## config.mk

```make
export PLATFORM = sky130hd
export DESIGN_NAME = trig_lut_sequencer_flat
export DESIGN_NICKNAME = d
export VERILOG_FILES = /design/src/rtl/trig_pkg.sv /design/src/rtl/trig_lut_sequencer_if.sv /design/src/rtl/trig_angle_reduce.sv /design/src/rtl/trig_lut_sequencer.sv /design/src/flat_wrapper.sv
export SDC_FILE = /design/constraint.sdc
export NUM_CORES = 1
export LEC_CHECK = 0
export BUFFER_PORTS_ARGS = -buffer_cell sky130_fd_sc_hd__buf_2
export CAP_MARGIN = 5
export CORE_MARGIN = 3
export CORE_UTILIZATION = 52
export DETAILED_ROUTE_END_ITERATION = 10
export GPL_TIMING_DRIVEN = 0
export PLACE_DENSITY = 0.95
export RECOVER_POWER = 50
export SYNTH_ARGS = -nofsm -noshare
export SYNTH_HDL_FRONTEND = slang
export SYNTH_SLANG_ARGS = --single-unit
```

## constraint.sdc

```tcl
create_clock -name clk -period 4.9 [get_ports clk]
set_clock_uncertainty 0.1 [all_clocks]
set_input_delay 0.98 -clock clk [delete_from_list [all_inputs] [get_ports clk]]
set_output_delay 0.98 -clock clk [all_outputs]
set_load 0.05 [all_outputs]
```

## src/rtl/trig_pkg.sv

```systemverilog
// Shared constants, FSM state encoding and helpers for the trig LUT sequencer.
package trig_pkg;

  localparam int unsigned FUNC_W   = 3;
  localparam int unsigned QUAD_W   = 2;
  localparam int unsigned FN_COUNT = 6;
  localparam int unsigned QUAD_DEG = 90;
  localparam int unsigned FULL_DEG = 360;

  localparam logic [FUNC_W-1:0] FN_SIN = 3'd0;
  localparam logic [FUNC_W-1:0] FN_COS = 3'd1;
  localparam logic [FUNC_W-1:0] FN_TAN = 3'd2;
  localparam logic [FUNC_W-1:0] FN_CSC = 3'd3;
  localparam logic [FUNC_W-1:0] FN_SEC = 3'd4;
  localparam logic [FUNC_W-1:0] FN_COT = 3'd5;

  typedef enum logic [2:0] {
    ST_IDLE,
    ST_REDUCE,
    ST_ISSUE,
    ST_CAPTURE,
    ST_RESP
  } state_e;

  // One-hot LUT enable for a (valid) function code.
  function automatic logic [FN_COUNT-1:0] fn_onehot(input logic [FUNC_W-1:0] fn);
    fn_onehot = FN_COUNT'(1) << fn;
  endfunction

endpackage

```

## src/rtl/trig_lut_sequencer_if.sv

```systemverilog
// Request/response bus between the two requesters and the trig LUT sequencer.
interface trig_lut_sequencer_if #(
  parameter int unsigned DATA_WIDTH = 32,
  parameter int unsigned ANGLE_W    = 9
);
  import trig_pkg::*;

  logic [1:0]              req_valid;
  logic [1:0]              req_ready;
  logic [FUNC_W-1:0]       req_func0;
  logic [FUNC_W-1:0]       req_func1;
  logic [ANGLE_W-1:0]      req_angle0;
  logic [ANGLE_W-1:0]      req_angle1;
  logic                    resp_valid;
  logic                    resp_ready;
  logic [2*DATA_WIDTH-1:0] resp_data;
  logic                    resp_id;
  logic                    resp_err;

  modport master (
    output req_valid, req_func0, req_func1, req_angle0, req_angle1, resp_ready,
    input  req_ready, resp_valid, resp_data, resp_id, resp_err
  );

  modport slave (
    input  req_valid, req_func0, req_func1, req_angle0, req_angle1, resp_ready,
    output req_ready, resp_valid, resp_data, resp_id, resp_err
  );

endinterface

```

## src/rtl/trig_angle_reduce.sv

```systemverilog
// Iterative angle reduction: subtracts 90 degrees per cycle until the remainder
// is below 90, then presents quadrant and reference angle while done_c is high.
module trig_angle_reduce
  import trig_pkg::*;
#(
  parameter int unsigned ANGLE_W    = 9,
  parameter int unsigned DATA_WIDTH = 32
) (
  input  logic                  clk,
  input  logic                  reset_n,
  input  logic                  start,
  input  logic [ANGLE_W-1:0]    angle,
  output logic                  done_c,
  output logic [QUAD_W-1:0]     quad_c,
  output logic [DATA_WIDTH-1:0] ref_c
);

  logic [ANGLE_W-1:0] rem_q, rem_d;
  logic [QUAD_W-1:0]  quad_q, quad_d;
  logic               busy_q, busy_d;

  always_comb begin
    rem_d  = rem_q;
    quad_d = quad_q;
    busy_d = busy_q;
    done_c = busy_q && (rem_q < ANGLE_W'(QUAD_DEG));
    if (start) begin
      rem_d  = angle;
      quad_d = '0;
      busy_d = 1'b1;
    end else if (busy_q) begin
      if (done_c) begin
        busy_d = 1'b0;
      end else begin
        rem_d  = rem_q - ANGLE_W'(QUAD_DEG);
        quad_d = quad_q + QUAD_W'(1);
      end
    end
  end

  // Odd quadrants mirror the remainder about 90 degrees.
  always_comb begin
    quad_c = quad_q;
    ref_c  = quad_q[0] ? (DATA_WIDTH'(QUAD_DEG) - DATA_WIDTH'(rem_q)) : DATA_WIDTH'(rem_q);
  end

  always_ff @(posedge clk) begin
    if (!reset_n) begin
      rem_q  <= '0;
      quad_q <= '0;
      busy_q <= 1'b0;
    end else begin
      rem_q  <= rem_d;
      quad_q <= quad_d;
      busy_q <= busy_d;
    end
  end

endmodule

```

## src/rtl/trig_lut_sequencer.sv

```systemverilog
// Two-requester front end for the shared trig LUT datapath.
// Define TRIG_SEQ_RR_EN for round-robin arbitration; otherwise requester 0 has fixed priority.
module trig_lut_sequencer
  import trig_pkg::*;
#(
  parameter int unsigned DATA_WIDTH = 32,
  parameter int unsigned ANGLE_W    = 9
) (
  input  logic                    clk,
  input  logic                    reset_n,
  trig_lut_sequencer_if.slave     bus,
  output logic [FN_COUNT-1:0]     lut_en,
  output logic [QUAD_W-1:0]       lut_quadrant,
  output logic [DATA_WIDTH-1:0]   lut_angle,
  input  logic [2*DATA_WIDTH-1:0] lut_data
);

  state_e                  state_q, state_d;
  logic [FUNC_W-1:0]       func_q, func_d;
  logic [FN_COUNT-1:0]     lut_en_q, lut_en_d;
  logic [QUAD_W-1:0]       lut_quad_q, lut_quad_d;
  logic [DATA_WIDTH-1:0]   lut_angle_q, lut_angle_d;
  logic                    resp_valid_q, resp_valid_d;
  logic [2*DATA_WIDTH-1:0] resp_data_q, resp_data_d;
  logic                    resp_id_q, resp_id_d;
  logic                    resp_err_q, resp_err_d;

  logic                    grant_c;
  logic                    grant_id_c;
  logic [FUNC_W-1:0]       acc_func_c;
  logic [ANGLE_W-1:0]      acc_angle_c;
  logic                    acc_err_c;
  logic                    red_done_c;
  logic [QUAD_W-1:0]       red_quad_c;
  logic [DATA_WIDTH-1:0]   red_ref_c;

`ifdef TRIG_SEQ_RR_EN
  logic rr_q, rr_d;

  always_comb begin
    grant_id_c = bus.req_valid[rr_q] ? rr_q : ~rr_q;
    rr_d       = rr_q;
    if (grant_c) rr_d = ~grant_id_c;
  end

  always_ff @(posedge clk) begin
    if (!reset_n) rr_q <= 1'b0;
    else          rr_q <= rr_d;
  end
`else
  always_comb grant_id_c = ~bus.req_valid[0];
`endif

  // Ready goes only to the winner, only in IDLE, and never while reset is held.
  always_comb begin
    grant_c       = reset_n && (state_q == ST_IDLE) && (bus.req_valid != 2'b00);
    bus.req_ready = grant_c ? (2'b01 << grant_id_c) : 2'b00;
    acc_func_c    = grant_id_c ? bus.req_func1  : bus.req_func0;
    acc_angle_c   = grant_id_c ? bus.req_angle1 : bus.req_angle0;
    acc_err_c     = (acc_func_c >= FUNC_W'(FN_COUNT)) || (acc_angle_c >= ANGLE_W'(FULL_DEG));
  end

  trig_angle_reduce #(
    .ANGLE_W    (ANGLE_W),
    .DATA_WIDTH (DATA_WIDTH)
  ) u_reduce (
    .clk     (clk),
    .reset_n (reset_n),
    .start   (grant_c && !acc_err_c),
    .angle   (acc_angle_c),
    .done_c  (red_done_c),
    .quad_c  (red_quad_c),
    .ref_c   (red_ref_c)
  );

  always_comb begin
    state_d      = state_q;
    func_d       = func_q;
    lut_en_d     = lut_en_q;
    lut_quad_d   = lut_quad_q;
    lut_angle_d  = lut_angle_q;
    resp_valid_d = resp_valid_q;
    resp_data_d  = resp_data_q;
    resp_id_d    = resp_id_q;
    resp_err_d   = resp_err_q;
    case (state_q)
      ST_IDLE: begin
        if (grant_c) begin
          func_d    = acc_func_c;
          resp_id_d = grant_id_c;
          if (acc_err_c) begin
            resp_err_d  = 1'b1;
            resp_data_d = '0;
            state_d     = ST_RESP;
          end else begin
            resp_err_d = 1'b0;
            state_d    = ST_REDUCE;
          end
        end
      end
      ST_REDUCE: begin
        if (red_done_c) begin
          lut_en_d    = fn_onehot(func_q);
          lut_quad_d  = red_quad_c;
          lut_angle_d = red_ref_c;
          state_d     = ST_ISSUE;
        end
      end
      ST_ISSUE: state_d = ST_CAPTURE;
      // LUT output is valid one edge after the enable, so sample at the end of CAPTURE.
      ST_CAPTURE: begin
        resp_data_d = lut_data;
        lut_en_d    = '0;
        state_d     = ST_RESP;
      end
      ST_RESP: begin
        resp_valid_d = 1'b1;
        if (resp_valid_q && bus.resp_ready) begin
          resp_valid_d = 1'b0;
          state_d      = ST_IDLE;
        end
      end
      default: state_d = ST_IDLE;
    endcase
  end

  always_ff @(posedge clk) begin
    if (!reset_n) begin
      state_q      <= ST_IDLE;
      func_q       <= '0;
      lut_en_q     <= '0;
      lut_quad_q   <= '0;
      lut_angle_q  <= '0;
      resp_valid_q <= 1'b0;
      resp_data_q  <= '0;
      resp_id_q    <= 1'b0;
      resp_err_q   <= 1'b0;
    end else begin
      state_q      <= state_d;
      func_q       <= func_d;
      lut_en_q     <= lut_en_d;
      lut_quad_q   <= lut_quad_d;
      lut_angle_q  <= lut_angle_d;
      resp_valid_q <= resp_valid_d;
      resp_data_q  <= resp_data_d;
      resp_id_q    <= resp_id_d;
      resp_err_q   <= resp_err_d;
    end
  end

  assign lut_en         = lut_en_q;
  assign lut_quadrant   = lut_quad_q;
  assign lut_angle      = lut_angle_q;
  assign bus.resp_valid = resp_valid_q;
  assign bus.resp_data  = resp_data_q;
  assign bus.resp_id    = resp_id_q;
  assign bus.resp_err   = resp_err_q;

endmodule
```

## src/flat_wrapper.sv

```systemverilog
// flat-port wrapper written by rule: the top's interface ports become plain ports
module trig_lut_sequencer_flat import trig_pkg::*;
#(
  parameter int unsigned DATA_WIDTH = 32,
  parameter int unsigned ANGLE_W    = 9
)
  (clk, reset_n, lut_en, lut_quadrant, lut_angle, lut_data, bus_req_valid, bus_req_func0, bus_req_func1, bus_req_angle0, bus_req_angle1, bus_resp_ready, bus_req_ready, bus_resp_valid, bus_resp_data, bus_resp_id, bus_resp_err);
  trig_lut_sequencer_if #(.DATA_WIDTH(DATA_WIDTH), .ANGLE_W(ANGLE_W)) bus_i ();
  input  logic clk;
  input  logic reset_n;
  output logic [FN_COUNT-1:0] lut_en;
  output logic [QUAD_W-1:0] lut_quadrant;
  output logic [DATA_WIDTH-1:0] lut_angle;
  input  logic [2*DATA_WIDTH-1:0] lut_data;
  input wire logic [$bits(bus_i.req_valid)-1:0] bus_req_valid;
  input wire logic [$bits(bus_i.req_func0)-1:0] bus_req_func0;
  input wire logic [$bits(bus_i.req_func1)-1:0] bus_req_func1;
  input wire logic [$bits(bus_i.req_angle0)-1:0] bus_req_angle0;
  input wire logic [$bits(bus_i.req_angle1)-1:0] bus_req_angle1;
  input wire logic [$bits(bus_i.resp_ready)-1:0] bus_resp_ready;
  output wire logic [$bits(bus_i.req_ready)-1:0] bus_req_ready;
  output wire logic [$bits(bus_i.resp_valid)-1:0] bus_resp_valid;
  output wire logic [$bits(bus_i.resp_data)-1:0] bus_resp_data;
  output wire logic [$bits(bus_i.resp_id)-1:0] bus_resp_id;
  output wire logic [$bits(bus_i.resp_err)-1:0] bus_resp_err;
  assign bus_i.req_valid = bus_req_valid;
  assign bus_i.req_func0 = bus_req_func0;
  assign bus_i.req_func1 = bus_req_func1;
  assign bus_i.req_angle0 = bus_req_angle0;
  assign bus_i.req_angle1 = bus_req_angle1;
  assign bus_i.resp_ready = bus_resp_ready;
  assign bus_req_ready = bus_i.req_ready;
  assign bus_resp_valid = bus_i.resp_valid;
  assign bus_resp_data = bus_i.resp_data;
  assign bus_resp_id = bus_i.resp_id;
  assign bus_resp_err = bus_i.resp_err;
  trig_lut_sequencer #(.DATA_WIDTH(DATA_WIDTH), .ANGLE_W(ANGLE_W)) u_core (.clk(clk), .reset_n(reset_n), .bus(bus_i), .lut_en(lut_en), .lut_quadrant(lut_quadrant), .lut_angle(lut_angle), .lut_data(lut_data));
endmodule
```

[Yosys cells after proc, flatten, opt, wreduce, memory -nomap -nowiden]
Index checks and enable logic that the tools add are counted.
W data, S select, Z words.
Word-level totals
  bits of input ports: 93
  flip-flop bits (word level): 125
Cells by class
  magnitude comparators: 3
  multiplexer cells: 22
  shift-type cells: 2
  equal/unequal tests: 9
  add/sub/neg operators: 3
  bitwise gates (word level): 3
  reduce and logical (&&, ||, !) cells: 20
Operator list (number)
  $mux W64: 2
  $pmux W64 S2: 1
  $mux W9: 4
  $mux W32: 1
  $mux W3: 5
  $pmux W3 S5: 1
  $pmux W6 S2: 1
  $reduce_and A2 Y1: 5
  $sub A7 B9 Y10 const A: 1
  $ge A9 B9 Y1 const B: 1
  $lt A9 B7 Y1 const B: 1
  $sub A9 B7 Y9 const B: 1
  $ne A2 B1 Y1 const B: 4
  $reduce_bool A2 Y1: 4
  $eq A3 B2 Y1 const B: 2
  $mux W6: 1
  $reduce_and A3 Y1: 2
  $shl A1 B3 Y6 const A: 1
  $logic_and A1 B1 Y1: 5
  $mux W1: 5
  $eq A3 B1 Y1 const B: 1
  $eq A3 B3 Y1 const B: 1
  $ge A3 B3 Y1 const B: 1
  $logic_not A3 Y1: 1
  8 further kinds: 10

[Depth between registers and ports, before layout]
  depth in word-level cells: 7
  depth in mapped cells: 8
  depth with buffers taken out: 7

[By module]
From an unflattened synthesis, not the netlist that was laid out.
Second synthesis, totals
  cell total of the unflattened synthesis: 671
  area total of the unflattened synthesis: 5579.1 um^2
By module, submodules not included
  trig_lut_sequencer: seq. area each 2262.2 um^2, cells an instance 535, times used 1, area an instance 4470.5 um^2
  trig_angle_reduce: seq. area each 240.2 um^2, cells an instance 136, times used 1, area an instance 1108.6 um^2

[Least setup slack after synthesis]
Ideal clock, no wire load.
  path kind: input -> output
  from: in bus_req_valid[0]
  to: out bus_req_ready[1]
  stages: 3
  data required time: 3.820 ns
  arrival: 2.025 ns
  setup slack: 1.795 ns
  path through: buf_6 > clkbuf_1 > nor2_1
On the way
  longest elaborated chain between the ends: 3
  elaborated cells on any way between the ends: 5
  classes of those cells: 1 x shift; 1 x mux; 1 x bitwise; 2 x reduce/logical
Ends and longest elaborated chain
  start: declaration: line flat_wrapper.sv:15  | input wire logic [$bits(bus_i.req_valid)-1:0] bus_req_valid;
  $reduce_bool A2 Y1 or $not A1 Y1 (tied branches): line trig_lut_sequencer.sv:56, trig_lut_sequencer.sv:51
  $logic_and A1 B1 Y1 or $shl A1 B1 Y2 (tied branches): line trig_lut_sequencer.sv:56, trig_lut_sequencer.sv:57
  $mux W2 *: line trig_lut_sequencer.sv:57  | bus.req_ready = grant_c ? (2'b01 << grant_id_c) : 2'b00;
  end: declaration: line flat_wrapper.sv:21  | output wire logic [$bits(bus_i.req_ready)-1:0] bus_req_ready;
Mark *: on every way between the ends. The rest lies on a longest branch, timed or not.

[Final worst setup path]
  from: in bus_req_valid[0]
  to: out bus_req_ready[0]
The elaborated chain is that of the path after synthesis.

==> impl_metrics.json <==
{
  "dp_hpwl_um": 10100,
  "drive_gt1_share_pct": 19.7,
  "powerDensity_nw_per_um2": 264,
  "outcome": "completed",
  "max_slew.worst_pin.slew_ns": 0.708,
  "grt_pass1_wl_um": 19600,
  "fin_util_pct": 68.5,
  "yosys.area.top_type": "dfxtp_1",
  "wl_per_cell_um": 13.8,
  "clk_pin_slew_ns": 0.10,
  "dr_total_vias": 4822,
  "nNetsFinal": 928,
  "cts_sinks": 103,
  "timing.final.hold_violations": 0,
  "synth_seq_cells": 103,
  "first_pass_iters": 4,
  "post_drt_via_cell_ratio": 5.11,
  "register_area_um2": 2060,
  "cpMostUsedCell": "clkbuf_1",
  "drc_errors": 0,
  "netlist.area_leader.share_pct": 42.1,
  "antenna_cells": 0,
  "root_buffer": "clkbuf_8",
  "multi_input_area_um2": 2470,
  "netlist_area_um2": 4900,
  "peakVddDrop_uv": 155,
  "initial_utilization_pct": 54.8,
  "yosysMostFrequentCell": "nand2_1",
  "rsz0062_at_grt": "no",
  "synthCells": 619,
  "cellLeakagePower_uw": 0.00257,
  "post-route-min-period_ns": 3.48,
  "gp_congestion": 0.920,
  "antenna_found_initial": 0,
  "syn_avg_cell_area_um2": 7.91,
  "ys_top_cells_by_count": "161 x nand2_1, 103 x dfxtp_1, 74 x o21ai_0",
  "critPathRequiredTime_ns": 3.82,
  "htree_levels": 3,
  "fin_crit_sh_pct": 71.0,
  "ys_warn_count": 0,
  "dieWidth_um": 103,
  "end_kind": "primary output",
  "antenna_left": 0,
  "n_fill_cell": 758,
  "die-area_um2": 10600,
  "cp_slowest_cell": "clkbuf_1",
  "cp.arrival_ns": 2.40,
  "boundaryPins": 202,
  "areaGrowthSynthToFinish_pct": 25.0,
  "rows": 34,
  "max_freq_mhz": 287,
  "slowest_delay_ns": 0.46,
  "critPathMaxFanout": 10,
  "synth-edff-count": 0,
  "path_cells": "clkbuf_1, clkbuf_1, clkbuf_1, and2_1, buf_2",
  "report.final.slew_viol_count": 0,
  "critical_path_class": "in -> out",
  "clk_latency_ns": 0.36,
  "die_h_um": 103,
  "ys_types": 52,
  "synth_top_flop_cell": "dfxtp_1",
  "core_area_um2": 8930,
  "slew_headroom_pct": 52.7,
  "worst_hold_path_type": "reg -> reg",
  "maxCapViolations": 0,
  "grt_max_degree": 25,
  "cts_tree": "done",
  "cts_buffers": 9,
  "portBuffers": 201,
  "ys_seq_area_share_pct": 42.1,
  "post_cts_buffers": 0,
  "clk_path_buf_depth": 2,
  "setup-violations-final": 0,
  "synth_nets": 716,
  "cts_resized": 0,
  "grt_util_all_layers_pct": 23.0,
  "grt_pass1_vias": 4230,
  "startpoint_type": "input port",
  "grt_remaining_overflow": 0,
  "wirelength_um": 13000,
  "ys_top_cells_by_area": "dfxtp_1 42%, nand2_1 12%, and2_1 8.3%",
  "postCtsHoldBufs": 0,
  "async_reset_ff_share_pct": 0,
  "tns_ns": 0,
  "drtIter0Drc": 172
}
## cells by family after synthesis
kind of cell | Yosys count | share of synthesized area [%]
compound gates | 131 | 16.6
xor+xnor | 12 | 2.15
fa+ha+maj | 4 | 1.02
buf+inv | 70 | 7.41
flops | 103 | 42.1
mux | 10 | 2.25
simple gates | 289 | 28.5
## through the flow
step / cells / total power [µW] / area, µm² / hold WS (ns) / setup slack (ns)
after floorplan: 619 / 1030 / 4900 / 0.353 / 1.80
after global placement: 928 / 1100 / 6040 / 0.337 / 1.70
after CTS: 944 / 1630 / 6240 / 0.358 / 1.69
after global routing: 944 / 1680 / 6120 / 0.381 / 1.32
after detailed placement: 928 / 1110 / 6040 / 0.344 / 1.69
final: 944 / 1620 / 6120 / 0.359 / 1.42
## layer usage
metal | vias up | GRT usage, % | routed length [µm]
li1 | 2455 | - | -
met1 | 2141 | 27.7 | 5520
met2 | 193 | 40.2 | 6190
met3 | 33 | 4.47 | 920
met4 | 0 | 9.36 | 403
met5 | - | 0 | 0
## path summary, 6_finish.rpt
kind | start | end | slack, ns | depth (start not counted)
max | bus_req_valid[0] | bus_req_ready[0] | 1.42 | 5
min | u_core.lut_en[3] | u_core.lut_en[3] | 0.36 | 2
max reg2reg | u_core.state_q[0] | u_core.bus.resp_data[7] | 2.17 | 7
min reg2reg | u_core.lut_en[3] | u_core.lut_en[3] | 0.36 | 2
## critical path: cells and delay by family
kind	cells	cell delay [ns]
buffers and inverters	4	1.20
and+or+nand+nor	1	0.22
## registers in the layout (all words and copies together), names as in the netlist, 2 cells and up
name and flops:
u_core.u_reduce.quad_c 2, u_core.func_q 3, u_core.lut_quadrant 2, u_core.u_reduce.rem_q 9, u_core.state_q 3, u_core.lut_en 6, u_core.lut_angle 10, u_core.bus.resp_data 64
## final cells by class
type / instances / share of cell area, %
Tap cell: 108 / 2.21
Inverter: 4 / 0.245
Buffer: 66 / 5.54
Sequential cell: 103 / 33.7
Clock buffer: 11 / 2.47
Multi-Input combinational cell: 446 / 40.3
Timing Repair Buffer: 201 / 14.7
Clock inverter: 5 / 0.797
## power by group
part / total [µW] / leakage (µW) / internal [µW] / switching, µW
sequential: 878 / 0.000832 / 855 / 22.4
clock: 529 / 0.000104 / 224 / 306
combinational: 210 / 0.00163 / 85.1 / 125
total: 1620 / 0.00257 / 1160 / 453
## cells in the final DEF, fill, tap and decap left out, types with 2 or more instances in the layout
master,Yosys,routed
buf_2,2,117
o21ai_0,74,74
a21boi_0,13,13
and3_1,3,3
buf_4,22,22
nand4_1,2,2
and3b_1,2,2
dfxtp_1,103,103
nor3b_1,2,2
a211oi_1,2,2
nand3b_1,4,4
inv_1,4,4
xnor2_1,7,7
nor3_1,4,4
clkbuf_1,40,127
o31a_1,2,2
o31ai_1,3,3
nand4b_1,3,3
a31oi_1,2,2
mux2i_1,5,5
o211a_1,9,9
nor2_1,16,16
xor2_1,5,5
o211ai_1,3,3
nand2_1,161,161
or2_2,3,3
and2_1,65,61
inv_8,0,2
mux2_2,4,4
nor2b_1,6,6
ha_1,4,4
clkbuf_8,0,11
a211o_1,2,2
and2_0,1,5
a21o_1,2,2
clkinv_4,0,2
nand3_1,11,11
a21oi_1,10,10
(Power assumes the default switching activity.)
